File: src/rtl/serv_mem_bridge_if.sv
// Wishbone-style bus between the serial memory bridge and its memory.
// The master modport is the bridge side.
interface serv_mem_bridge_if;
  logic [29:0] adr;
  logic [31:0] dat;
  logic [3:0]  sel;
  logic        we;
  logic        cyc;
  logic [31:0] rdt;
  logic        ack;

  modport master (
    output adr, dat, sel, we, cyc,
    input  rdt, ack
  );

  modport slave (
    input  adr, dat, sel, we, cyc,
    output rdt, ack
  );
endinterface

File: src/rtl/serv_mem_bridge.sv
// Bit-serial load/store bridge: assembles store words from a serial stream,
// runs one bus cycle, then replays aligned/extended load data one bit per step.
module serv_mem_bridge #(
  parameter bit ALIGN_CHECK = 1'b1
) (
  input  logic                     i_clk,
  input  logic                     i_rst,
  input  logic                     i_en,
  input  logic                     i_rs2,
  input  logic                     i_start,
  input  logic                     i_we,
  input  logic [1:0]               i_size,
  input  logic                     i_signed,
  input  logic [31:0]              i_adr,
  serv_mem_bridge_if.master        wb,
  output logic                     o_rd,
  output logic                     o_ready,
  output logic                     o_misalign,
  output logic                     o_busy
);

  typedef enum logic [1:0] {
    IDLE,
    BUS,
    RDOUT
  } state_t;

  state_t      state;
  state_t      state_next;

  logic [31:0] dat;
  logic [4:0]  cnt;
  logic        we_r;
  logic [1:0]  size_r;
  logic        signed_r;
  logic [1:0]  lsb_r;
  logic [29:0] adr_r;

  logic        misaligned;
  logic        accept;
  logic        reject;
  logic        ack_done;

  logic [3:0]  sel;
  logic [31:0] wdat;
  logic        in_range;
  logic        sign_bit;

  assign misaligned = ((i_size == 2'b01) && i_adr[0]) ||
                      ((i_size == 2'b10) && (i_adr[1:0] != 2'b00));

  always_ff @(posedge i_clk) begin
    if (i_rst) state <= IDLE;
    else       state <= state_next;
  end

  always_comb begin
    state_next = state;
    accept     = 1'b0;
    reject     = 1'b0;
    ack_done   = 1'b0;
    case (state)
      IDLE: begin
        if (i_start) begin
          if (ALIGN_CHECK && misaligned) begin
            reject = 1'b1;
          end else begin
            accept     = 1'b1;
            state_next = BUS;
          end
        end
      end
      BUS: begin
        if (wb.ack) begin
          ack_done   = 1'b1;
          state_next = we_r ? IDLE : RDOUT;
        end
      end
      RDOUT: begin
        if (i_en && (cnt == 5'd31)) state_next = IDLE;
      end
      default: state_next = IDLE;
    endcase
  end

  // dat doubles as the store shift register in IDLE and the load result in RDOUT
  always_ff @(posedge i_clk) begin
    if (i_rst) begin
      dat        <= 32'd0;
      cnt        <= 5'd0;
      we_r       <= 1'b0;
      size_r     <= 2'b00;
      signed_r   <= 1'b0;
      lsb_r      <= 2'b00;
      adr_r      <= 30'd0;
      o_ready    <= 1'b0;
      o_misalign <= 1'b0;
    end else begin
      o_ready    <= ack_done;
      o_misalign <= reject;
      if (accept) begin
        we_r     <= i_we;
        size_r   <= i_size;
        signed_r <= i_signed;
        lsb_r    <= i_adr[1:0];
        adr_r    <= i_adr[31:2];
      end
      case (state)
        IDLE: begin
          if (i_en) dat <= {i_rs2, dat[31:1]};
        end
        BUS: begin
          if (ack_done && !we_r) begin
            dat <= wb.rdt >> {lsb_r, 3'b000};
            cnt <= 5'd0;
          end
        end
        RDOUT: begin
          if (i_en) cnt <= cnt + 5'd1;
        end
        default: ;
      endcase
    end
  end

  always_comb begin
    sel  = 4'b1111;
    wdat = dat;
    case (size_r)
      2'b00: begin
        sel  = 4'b0001 << lsb_r;
        wdat = {4{dat[7:0]}};
      end
      2'b01: begin
        sel  = lsb_r[1] ? 4'b1100 : 4'b0011;
        wdat = {2{dat[15:0]}};
      end
      default: begin
        sel  = 4'b1111;
        wdat = dat;
      end
    endcase
  end

  // Bits beyond the access width come from the sign bit or zero
  always_comb begin
    in_range = 1'b1;
    sign_bit = dat[7];
    case (size_r)
      2'b00:   in_range = (cnt[4:3] == 2'b00);
      2'b01: begin
        in_range = ~cnt[4];
        sign_bit = dat[15];
      end
      default: in_range = 1'b1;
    endcase
  end

  assign o_rd   = (state == RDOUT) & (in_range ? dat[cnt] : (signed_r & sign_bit));
  assign o_busy = (state != IDLE);

  assign wb.adr = adr_r;
  assign wb.dat = wdat;
  assign wb.sel = sel;
  assign wb.we  = we_r & (state == BUS);
  assign wb.cyc = (state == BUS);

endmodule

File: src/flat_wrapper.sv
// flat-port wrapper written by rule: the top's interface ports become plain ports
module serv_mem_bridge_flat 
#(
  parameter bit ALIGN_CHECK = 1'b1
)
  (i_clk, i_rst, i_en, i_rs2, i_start, i_we, i_size, i_signed, i_adr, o_rd, o_ready, o_misalign, o_busy, wb_adr, wb_dat, wb_sel, wb_we, wb_cyc, wb_rdt, wb_ack);
  serv_mem_bridge_if wb_i ();
  input  logic i_clk;
  input  logic i_rst;
  input  logic i_en;
  input  logic i_rs2;
  input  logic i_start;
  input  logic i_we;
  input  logic [1:0] i_size;
  input  logic i_signed;
  input  logic [31:0] i_adr;
  output logic o_rd;
  output logic o_ready;
  output logic o_misalign;
  output logic o_busy;
  output wire logic [$bits(wb_i.adr)-1:0] wb_adr;
  output wire logic [$bits(wb_i.dat)-1:0] wb_dat;
  output wire logic [$bits(wb_i.sel)-1:0] wb_sel;
  output wire logic [$bits(wb_i.we)-1:0] wb_we;
  output wire logic [$bits(wb_i.cyc)-1:0] wb_cyc;
  input wire logic [$bits(wb_i.rdt)-1:0] wb_rdt;
  input wire logic [$bits(wb_i.ack)-1:0] wb_ack;
  assign wb_adr = wb_i.adr;
  assign wb_dat = wb_i.dat;
  assign wb_sel = wb_i.sel;
  assign wb_we = wb_i.we;
  assign wb_cyc = wb_i.cyc;
  assign wb_i.rdt = wb_rdt;
  assign wb_i.ack = wb_ack;
  serv_mem_bridge #(.ALIGN_CHECK(ALIGN_CHECK)) u_core (.i_clk(i_clk), .i_rst(i_rst), .i_en(i_en), .i_rs2(i_rs2), .i_start(i_start), .i_we(i_we), .i_size(i_size), .i_signed(i_signed), .i_adr(i_adr), .wb(wb_i), .o_rd(o_rd), .o_ready(o_ready), .o_misalign(o_misalign), .o_busy(o_busy));
endmodule
File: config.mk
export PLATFORM = sky130hd
export DESIGN_NAME = serv_mem_bridge_flat
export DESIGN_NICKNAME = d
export VERILOG_FILES = /design/src/rtl/serv_mem_bridge_if.sv /design/src/rtl/serv_mem_bridge.sv /design/src/flat_wrapper.sv
export SDC_FILE = /design/constraint.sdc
export NUM_CORES = 1
export LEC_CHECK = 0
export CAP_MARGIN = 20
export CORE_MARGIN = 3
export CORE_UTILIZATION = 43
export CTS_BUF_LIST = sky130_fd_sc_hd__clkbuf_8
export CTS_CLUSTER_DIAMETER = 200
export CTS_CLUSTER_SIZE = 16
export DETAILED_ROUTE_END_ITERATION = 10
export PLACE_DENSITY = 0.85
export SYNTH_ARGS = -nofsm -noshare
export SYNTH_HDL_FRONTEND = slang
export SYNTH_SLANG_ARGS = --single-unit
File: constraint.sdc
create_clock -name i_clk -period 2.2 [get_ports i_clk]
set_clock_uncertainty 0.15 [all_clocks]
set_input_delay 0.44 -clock i_clk [delete_from_list [all_inputs] [get_ports i_clk]]
set_output_delay 0.44 -clock i_clk [all_outputs]
set_load 0.05 [all_outputs]
# Word-level counts from Yosys, hierarchy flattened

Index checks and enable logic that the tools add are counted.

Register bits after elaboration: 77
Bits in latches: 0
Memory bits (writable): 0
Bits in read-only memories: 0
Input bits: 74
Output and inout port bits: 72
Logic and storage cells: 76
Memories kept: 0

Add/subtract/negate cells: 1
Multipliers: 0
Div/mod/pow operators: 0
Magnitude comparators: 1
Eq/ne operators: 13
Shifts and indexed selects: 2
Mux-type cells: 26
Bitwise gates (word level): 6
Reduce and logical (&&, ||, !) cells: 17

Operators by type and width:

| operator            | number |
|---|---|
| $pmux 32 s2         | 2 |
| $mux 32             | 2 |
| $shr 32x5->32       | 1 |
| $mux 2              | 5 |
| $mux 5              | 2 |
| $pmux 5 s2          | 1 |
| $mux 1              | 9 |
| $ne 2x2->1 const B  | 4 |
| $pmux 4 s2          | 1 |
| $reduce_bool 2->1   | 4 |
| $eq 2x1->1 const B  | 3 |
| $logic_not 2->1     | 3 |
| $lt 5x6->1 const B  | 1 |
| $ne 2x1->1 const B  | 3 |
| $pmux 2 s3          | 1 |
| $reduce_and 3->1    | 2 |
| $add 5x1->5 const B | 1 |
| $bmux 1 s5          | 1 |
| $eq 5x5->1 const B  | 1 |
| $eq 2x2->1 const B  | 2 |
| $logic_and 1x1->1   | 4 |
| $mux 4              | 1 |
| $reduce_and 4->1    | 1 |
| $shl 1x2->4 const A | 1 |
| other kinds (6)     | 10 |

# Longest topological paths before layout

Gate-level depths: netlist of the first run.

Depth after elaboration: 6
Depth in mapped cells: 8
Gate-level depth less buffers: 8

# Worst setup path before layout of the first run

Ideal clock, no wire load.

Path type: register to output
Start point: register u_core.state[1]
End point: output port wb_we
Data arrival time: 2.128 ns
Data required time: 1.610 ns
Setup slack: -0.518 ns
Cell stages (with the launch flop): 7
Path buffers: 3
Cell sequence: dfxtp_1 > inv_1 > ha_1 > clkbuf_1 > buf_2 > buf_2 > and2_1

Longest elaborated chain between the ends: 2

RTL lines:

| item                     | RTL line               | source |
|---|---|---|
| start: declaration       | serv_mem_bridge.sv:28  | `state_t state;` |
| start signal: assignment | serv_mem_bridge.sv:54  | `else state <= state_next;` |
| $eq 2x1->1               | --                     |  |
| via wb_cyc               | flat_wrapper.sv:25     | `output wire logic [$bits(wb_i.cyc)-1:0] wb_cyc;` |
| $and 1x1->1              | serv_mem_bridge.sv:165 | `assign wb.we = we_r & (state == BUS);` |
| end: declaration         | flat_wrapper.sv:24     | `output wire logic [$bits(wb_i.we)-1:0] wb_we;` |

The timed path passes the listed nets, and every way through them passes these cells.

# Final worst setup path of the first run

Start point: register u_core.cnt[3]
End point: output port o_rd

Longest elaborated chain between the ends: 4
Elaborated cells on any way between the ends: 6
Classes of those cells: mux (4); bitwise (1); reduce/logical (1)

RTL lines:

| item                                                       | RTL line                                       | source |
|---|---|---|
| start: declaration                                         | serv_mem_bridge.sv:32                          | `logic [4:0] cnt;` |
| start signal: assignment                                   | serv_mem_bridge.sv:119                         | `if (i_en) cnt <= cnt + 5'd1;` |
| $bmux 1 s5 or $logic_not 2->1 (tied branches)              | serv_mem_bridge.sv:159, serv_mem_bridge.sv:150 |  |
| $mux 1 (not written as such) or $pmux 1 s2 (tied branches) | serv_mem_bridge.sv:159, serv_mem_bridge.sv:149 |  |
| $mux 1 (*)                                                 | serv_mem_bridge.sv:159                         | `assign o_rd = (state == RDOUT) & (in_range ? dat[cnt] : (signed_r & sign_bit));` |
| $and 1x1->1 (*)                                            | serv_mem_bridge.sv:159                         |  |
| end: declaration                                           | flat_wrapper.sv:17                             | `output logic o_rd;` |

Every way passes the cells marked *; elsewhere a longest branch is shown, timed or not. The select of a mux whose other input is x is not followed.

==> impl_metrics.json, run 1 <==
{
  "coreArea_um2": 9860,
  "clk_latency_ns": 0.35,
  "path_class": "reg -> out",
  "finalSetupViolations": 1,
  "synth.area.top_cells": "dfxtp_1 (35%), mux2i_1 (10%), nand2_1 (9.7%)",
  "drt_iter0_drc": 504,
  "ys_seq_area_share_pct": 35.1,
  "synth_edf_count": 0,
  "yosysWarnings": 0,
  "p_int_uw": 3090,
  "hold_end": "u_core.wb.adr[29]",
  "syn-mean-instance-area_um2": 8.20,
  "relSlewSlack_pct": 55.6,
  "synth_top_cell_by_area": "dfxtp_1",
  "setup_slack_ns": -0.592,
  "hp-class": "reg -> reg",
  "fin_nets": 780,
  "drive_above_1_share_pct": 21.1,
  "timing.rr.start": "u_core.state[0]",
  "cts_buffers": 9,
  "die_h_um": 107,
  "switching_share_pct": 38.7,
  "cap_violations": 0,
  "cts_tree": "built",
  "ir_drop_mv": 0.512,
  "net-switching-power_uw": 1950,
  "grt_pass1_vias": 4629,
  "p_comb_share_pct": 44.2,
  "ctsHtreeMaxLevel": 3,
  "track_usage_pct": 26.4,
  "grt_max_degree": 35,
  "io_pins": 146,
  "dp_hpwl_mm": 11.5,
  "cts-root-buf": "clkbuf_8",
  "place_congestion": 0.949,
  "worstHoldStart": "u_core.wb.adr[29]",
  "synth_cells": 535,
  "synth_nets": 614,
  "synth_async_sr_flop_share_pct": 0,
  "overflow": 0,
  "num_antenna_cells": 0,
  "crit_path_start_kind": "flip-flop",
  "status": "finished with violations",
  "synth_top_area_share_pct": 35.1,
  "crit_required_ns": 1.61,
  "layout_commonest_cell": "nand2_1",
  "slew_viol_final": 0,
  "avgViaCountPerCell": 5.64,
  "reg2reg_setup_slack_ns": 0.12,
  "n_fill_cell": 739,
  "clk_path_buf_depth": 2,
  "cp.arrival_ns": 2.20,
  "crit_path_end_kind": "output port",
  "ys.flop_type": "dfxtp_1",
  "port_buffers": 145,
  "synthesis.area_um2": 4390,
  "p_seq_share_pct": 32.1,
  "timing.fmax_mhz": 358,
  "power_uw": 5040,
  "initial_core_util_pct": 44.5,
  "crit_path_max_fanout": 3,
  "whs_path_depth": 2,
  "drc": 0,
  "postCtsHoldBufs": 0,
  "timing.rr.end": "u_core.dat[5]",
  "yosysUniqueCellTypes": 46,
  "final_cell_mix": "nand2_1 (114), clkdlybuf4s50_1 (104), buf_4 (76)",
  "hold_viol": 0,
  "grt_pass1_wl_mm": 23.9,
  "rr_worst_depth": 7,
  "p_per_area_nw_per_um2": 754,
  "clkPwrFrac_pct": 23.7,
  "ys_seq_elements": 77,
  "routed_wl_mm": 15.0,
  "period_share_pct": 127,
  "leakage_uw": 0.00257,
  "antenna_found_initial": 0,
  "num_vias": 4734,
  "post_drt_wl_per_cell_um": 17.9,
  "ant_nets": 0,
  "die-area_um2": 11500,
  "clock_sinks": 77,
  "row_count": 36,
  "clk_pin_slew_ns": 0.08,
  "dr.pass1.iters": 5,
  "violations": "negative setup slack",
  "dieWidth_um": 107,
  "min_period_ns": 2.79,
  "max_slew.worst_pin.slew_ns": 0.657,
  "area_delta_synth_final_pct": 52.5,
  "rsz0062_at_grt": "true",
  "placed_cells": 822,
  "finalNonFillerCells": 839
}
## cells by family (layout without fill, tap and decap cells)
group,Yosys count,count (layout),share of synthesized area (%)
adder cells (fa/ha/maj),5,5,1.43
buffers and inverters,57,228,6.53
AO/OA/AOI/OAI,125,125,18.4
flip-flops,77,77,35.1
AND/OR/NAND/NOR,196,196,19.1
multiplexers,75,75,19.4
## worst max-delay path by stage
stage / start / to / cells after the start
after CTS: u_core.cnt[3] / o_rd / 5
after floorplan: u_core.cnt[3] / o_rd / 5
after global routing: u_core.cnt[3] / o_rd / 5
final: u_core.cnt[3] / o_rd / 5
after global placement: u_core.cnt[3] / o_rd / 5
after detailed placement: u_core.cnt[3] / o_rd / 5
## per-stage QoR
stage / cell area (µm²) / util (%) / hold WS, ns / setup slack, ns / setup TNS (ns)
floorplan: 4460 / - / 0.287 / -0.0916 / -0.180
global placement: 6430 / 65.1 / 0.291 / -0.243 / -0.243
detailed placement: 6430 / 65.1 / 0.300 / -0.292 / -0.307
CTS: 6660 / 67.5 / 0.309 / -0.643 / -0.643
global route: 6690 / 67.8 / 0.325 / -0.661 / -0.661
finish: 6690 / 67.8 / 0.310 / -0.592 / -0.592
## power groups by stage
stage | Combinational (µW) | Clock (µW) | Sequential (µW)
global placement | 2140 | 0 | 1640
global route | 2360 | 1270 | 1630
detailed placement | 2190 | 0 | 1650
finish | 2230 | 1200 | 1620
CTS | 2200 | 1210 | 1620
floorplan | 1120 | 0 | 1800
## layout make-up
cell class	count	area, µm²	share of cell area, %
clock buffer	9	124	1.85
sequential	77	1550	23.2
inverter	6	22.5	0.337
timing repair buffer	206	2080	31.1
tap	133	166	2.49
clock inverter	7	97.6	1.46
multi-input combinational	401	2650	39.5
## synthesized netlist by cell type, drive strengths merged (4+ instances only)
cell      n
clkbuf   29
nand2b    4
nor2     34
dfxtp    77
nor3     17
a211oi   15
mux4      5
a21oi    49
a221oi    8
nand2   114
and3     10
buf      22
o21ai    20
mux2     26
mux2i    44
ha        5
inv       6
o211ai   16
## critical path, cell delays in order, from the launching register on
cell       delay (ns)
dfxtp_4          0.37
mux4_2           0.51
mux2_4           0.30
a2111oi_4        0.35
o32ai_4          0.15
buf_12           0.17
## registers in the layout, summed over array words and instances, names as in the netlist
name               cells
u_core.we_r            1
u_core.size_r          2
u_core.wb.adr         30
u_core.signed_r        1
u_core.dat            32
u_core.lsb_r           2
u_core.state           2
u_core.o_misalign      1
u_core.o_ready         1
u_core.cnt             5
## repair_timing
| action | CTS | global route |
|---|---|---|
| pin swaps | 2 | 1 |
| setup endpoints to repair | 26 | 11 |
| resized for setup | 9 | 8 |
| setup buffers | 0 | 1 |
## layer usage
| metal | GRT usage [%] | up-vias | wire (µm) |
|---|---|---|---|
| li1 | - | 2225 | - |
| met2 | 45.2 | 237 | 7570 |
| met3 | 6.86 | 32 | 1240 |
| met4 | 9.77 | 0 | 412 |
| met1 | 31.6 | 2240 | 5780 |
| met5 | 0 | - | 0 |
Note: power is estimated with default switching activity, not from simulation.
==> run 2, diff against run 1 <==
GPL_ROUTABILITY_DRIVEN = 0   (was default)
==> impl_metrics.json, run 2 (synthesis results as in run 1) <==
{
  "regMostFlops": "u_core.dat",
  "cts_buffers": 9,
  "p_int_uw": 2960,
  "ant_nets": 0,
  "num_antenna_cells": 0,
  "p_comb_share_pct": 44.5,
  "cts_tree": "built",
  "hold_viol": 0,
  "final_cell_mix": "nand2_1 (114), clkdlybuf4s50_1 (104), buf_4 (72), dfxtp_1 (72), a21oi_1 (48)",
  "hp-class": "in -> reg",
  "grt_max_degree": 34,
  "layout_commonest_cell": "nand2_1",
  "period_share_pct": 126,
  "dp_slack_ns": -0.291,
  "clk_path_buf_depth": 2,
  "post_cts_buffers": 0,
  "die_h_um": 107,
  "largest_reg_flops": 32,
  "cts-root-buf": "clkbuf_8",
  "finalSetupViolations": 1,
  "num_vias": 4800,
  "switching_share_pct": 39.5,
  "post_drt_wl_per_cell_um": 17.9,
  "finish.utilization_pct": 66.6,
  "drive_above_1_share_pct": 19.8,
  "port_buffers": 145,
  "final_cell_area_um2": 6570,
  "cp.arrival_ns": 2.19,
  "area_delta_synth_final_pct": 49.8,
  "row_count": 36,
  "drc": 0,
  "timing.fmax_mhz": 360,
  "violations": "negative setup slack",
  "ctsHtreeMaxLevel": 3,
  "avgViaCountPerCell": 5.78,
  "power_uw": 4900,
  "clkPwrFrac_pct": 22.2,
  "critPathLaunch": "u_core.cnt[2]",
  "ir_drop_mv": 0.418,
  "clk_pin_slew_ns": 0.08,
  "timing.rr.end": "u_core.state[1]",
  "die-area_um2": 11500,
  "max_slew.worst_pin.slew_ns": 0.666,
  "track_usage_pct": 25.8,
  "n_fill_cell": 742,
  "min_period_ns": 2.78,
  "dieWidth_um": 107,
  "clk_latency_ns": 0.35,
  "postCtsHoldBufs": 0,
  "initial_core_util_pct": 44.5,
  "antenna_found_initial": 0,
  "grt_pass1_wl_mm": 23.5,
  "crit_path_max_fanout": 2,
  "cap_violations": 0,
  "placed_area_um2": 6360,
  "reg2reg_setup_slack_ns": 0.17,
  "slew_viol_final": 0,
  "io_pins": 146,
  "status": "finished with violations",
  "path_class": "reg -> out",
  "p_seq_share_pct": 33.3,
  "timing.rr.start": "u_core.cnt[1]",
  "setup_slack_ns": -0.580,
  "setup.worst_path.end": "o_rd",
  "net-switching-power_uw": 1930,
  "dr.pass1.iters": 6,
  "routed_wl_mm": 14.9,
  "crit_required_ns": 1.61,
  "rr_worst_depth": 9,
  "p_per_area_nw_per_um2": 745,
  "dp_hpwl_mm": 11.2,
  "leakage_uw": 0.00250,
  "drt_iter0_drc": 581,
  "grt_pass1_vias": 4598,
  "relSlewSlack_pct": 55.5,
  "overflow": 0,
  "clock_sinks": 77,
  "crit_path_start_kind": "flip-flop",
  "fin_nets": 773,
  "coreArea_um2": 9860,
  "crit_path_end_kind": "output port",
  "rsz0062_at_grt": "true",
  "whs_path_depth": 2
}
[run 2: changes by cell type in the layout (fill, tap and decap cells not counted), moves of 2 or more]
| cell | change |
|---|---|
| mux2_1 | +2 |
| buf_12 | -2 |
| mux2_4 | -2 |
| buf_4 | -4 |
[run 2: area by class of cell]
type	count	area, µm²	area share (%)
Clock buffer	10	138	2.09
Clock inverter	5	60.1	0.914
Timing Repair Buffer	199	2000	30.4
Sequential cell	77	1560	23.7
Tap cell	133	166	2.53
Inverter	6	22.5	0.343
Multi-Input combinational cell	401	2630	40.0
[run 2: per-stage QoR]
stage	TNS (ns)	std cells	hold slack, ns
6_report	-0.580	831	0.211
2_1_floorplan	-0.180	535	0.287
3_5_place_dp	-0.291	816	0.300
3_3_place_gp	-0.256	816	0.291
5_1_grt	-0.633	831	0.210
4_1_cts	-0.645	831	0.208
[run 2: power groups by stage]
stage / registers [µW] / clock network (µW) / logic [µW]
3_3_place_gp: 1650 / 0 / 2100
5_1_grt: 1640 / 1160 / 2290
6_report: 1630 / 1090 / 2180
4_1_cts: 1630 / 1100 / 2160
3_5_place_dp: 1660 / 0 / 2140
2_1_floorplan: 1800 / 0 / 1120
[run 2: repair_timing]
action | 4_1_cts | 5_1_grt
resized for setup | 5 | 6
pin swaps | 2 | 1
endpoints found under the setup margin | 23 | 19
[run 2: critical path, cell delays in order, from the launching register on]
cell and delay [ns]:
dfxtp_1 0.38, mux4_2 0.51, mux2_4 0.28, a2111oi_4 0.35, o32ai_4 0.15, buf_12 0.17
[run 2: worst min-delay path by stage]
stage	start	to	slack, ns
finish	i_rst	u_core.cnt[0]	0.21
detailed placement	u_core.wb.adr[6]	u_core.wb.adr[6]	0.30
global placement	u_core.wb.adr[23]	u_core.wb.adr[23]	0.29
global route	i_rst	u_core.cnt[0]	0.21
CTS	i_rst	u_core.cnt[0]	0.21
floorplan	u_core.signed_r	u_core.signed_r	0.29
[run 2: layer usage]
metal | vias up | global-route usage, % | share of wire, %
met5 | - | 0 | 0
met4 | 0 | 8.77 | 3.1
met3 | 56 | 5.84 | 9.5
met2 | 278 | 43.8 | 49
met1 | 2261 | 32.1 | 38
li1 | 2205 | - | -
==> run 3, diff against run 2 <==
ABC_AREA = 0   (was default)
PLACE_DENSITY = 0.79   (was 0.85)
==> impl_metrics.json, run 3 (synthesis results as in run 1) <==
{
  "crit_required_ns": 1.61,
  "post_drt_wl_per_cell_um": 17.3,
  "slew_viol_final": 0,
  "setup_slack_ns": -0.628,
  "avgViaCountPerCell": 5.60,
  "dp_hpwl_mm": 11.4,
  "n_fill_cell": 761,
  "num_vias": 4690,
  "largest_reg_flops": 32,
  "clock_sinks": 77,
  "grt_pass1_wl_mm": 23.0,
  "crit_path_cell_trace": "mux4_2 > mux2_4 > a2111oi_4 > o32ai_4 > buf_12",
  "antenna_found_initial": 0,
  "min_period_ns": 2.83,
  "path_class": "reg -> out",
  "cap_violations": 0,
  "fin_nets": 778,
  "reg2reg_setup_slack_ns": 0.12,
  "fin_tns_setup_ns": -0.628,
  "port_buffers": 145,
  "hold_viol": 0,
  "overflow": 0,
  "area_delta_synth_final_pct": 51.3,
  "routed_wl_mm": 14.5,
  "drt_iter0_drc": 431,
  "initial_core_util_pct": 44.5,
  "crit_family": "multiplexers",
  "timing.rr.end": "u_core.state[0]",
  "multi_input_area_um2": 2640,
  "hold_end": "u_core.wb.adr[17]",
  "row_count": 36,
  "grt_max_degree": 34,
  "num_antenna_cells": 0,
  "relSlewSlack_pct": 57.2,
  "die_h_um": 107,
  "crit_slowest_cell": "mux4_2",
  "track_usage_pct": 25.1,
  "whs_path_depth": 2,
  "clk_latency_ns": 0.35,
  "drive_above_1_share_pct": 20.7,
  "slowest_delay_ns": 0.49,
  "die-area_um2": 11500,
  "ir_drop_mv": 0.466,
  "p_per_area_nw_per_um2": 741,
  "timing.fmax_mhz": 354,
  "placed_area_um2": 6410,
  "cp.arrival_ns": 2.24,
  "final_cell_mix": "nand2_1 (114), clkdlybuf4s50_1 (104), buf_4 (78)",
  "postCtsHoldBufs": 0,
  "clk_pin_slew_ns": 0.09,
  "post_cts_buffers": 0,
  "cts-root-buf": "clkbuf_8",
  "rsz0062_at_grt": "true",
  "power_uw": 4920,
  "cts_buffers": 9,
  "ctsHtreeMaxLevel": 3,
  "whs_ns": 0.305,
  "critPathBufInv": 1,
  "drc": 0,
  "timing.rr.start": "u_core.cnt[1]",
  "final_cell_area_um2": 6640,
  "cts_tree": "built",
  "violations": "negative setup slack",
  "seq_area_um2": 1550,
  "io_pins": 146,
  "crit_path_start_kind": "flip-flop",
  "layout_commonest_cell": "nand2_1",
  "hp-class": "reg -> reg",
  "rr_worst_depth": 9,
  "status": "finished with violations",
  "grt_pass1_vias": 4562,
  "period_share_pct": 129,
  "clk_path_buf_depth": 2,
  "regMostFlops": "u_core.dat",
  "dr.pass1.iters": 5,
  "dieWidth_um": 107,
  "crit_path_max_fanout": 4,
  "finalSetupViolations": 1,
  "coreArea_um2": 9860,
  "leakage_uw": 0.00253,
  "ant_nets": 0,
  "max_slew.worst_pin.slew_ns": 0.640,
  "worstHoldStart": "u_core.wb.adr[17]",
  "crit_path_end_kind": "output port",
  "dp_slack_ns": -0.283
}
[run 3: cell type report]
| class | instances | area share [%] |
|---|---|---|
| clock buffers | 9 | 1.87 |
| clock inverters | 7 | 1.21 |
| inverters | 6 | 0.339 |
| multi-input cells | 401 | 39.8 |
| flip-flops and latches | 77 | 23.4 |
| well taps | 133 | 2.51 |
| repair buffers | 204 | 30.9 |
[run 3: worst reg2reg max path: stages, from the launching register on]
cell and delay (ns):
dfxtp_2 0.51, buf_4 0.20, ha_1 0.21, and3_1 0.18, ha_1 0.14, nand2_1 0.05
nand2_1 0.09, o221a_1 0.22, o22ai_1 0.09, nor2b_1 0.13
[run 3: where the power goes]
part | internal (µW) | switching (µW) | total [µW]
Sequential | 1530 | 90.9 | 1620
Combinational | 901 | 1300 | 2200
Clock | 538 | 569 | 1110
Total | 2970 | 1960 | 4920
[run 3: per-layer routing]
metal / part of all wire, % / GRT usage, %
met1: 40 / 31.6
met2: 50 / 42.9
met3: 8.4 / 4.82
met4: 2.3 / 8.95
met5: 0 / 0
[run 3: worst max path at each step]
stage	startpoint	to	slack [ns]	cells past startpoint
after floorplan	u_core.cnt[3]	o_rd	-0.09	5
after global routing	u_core.cnt[3]	o_rd	-0.70	5
after global placement	u_core.cnt[3]	o_rd	-0.25	5
final	u_core.cnt[3]	o_rd	-0.63	5
after detailed placement	u_core.cnt[3]	o_rd	-0.28	5
after CTS	u_core.cnt[3]	o_rd	-0.65	5
[run 3: per-stage QoR]
| stage | std cells | util (%) |
|---|---|---|
| floorplan | 535 | - |
| global placement | 821 | 64.9 |
| detailed placement | 821 | 64.9 |
| CTS | 837 | 67.2 |
| global route | 837 | 67.3 |
| finish | 837 | 67.3 |
[run 3: what timing repair did]
action                                 4_1_cts  5_1_grt
resized for setup                           10        3
endpoints found under the hold margin        0        0
pin swaps                                    2        1
setup endpoints to repair                   20        9
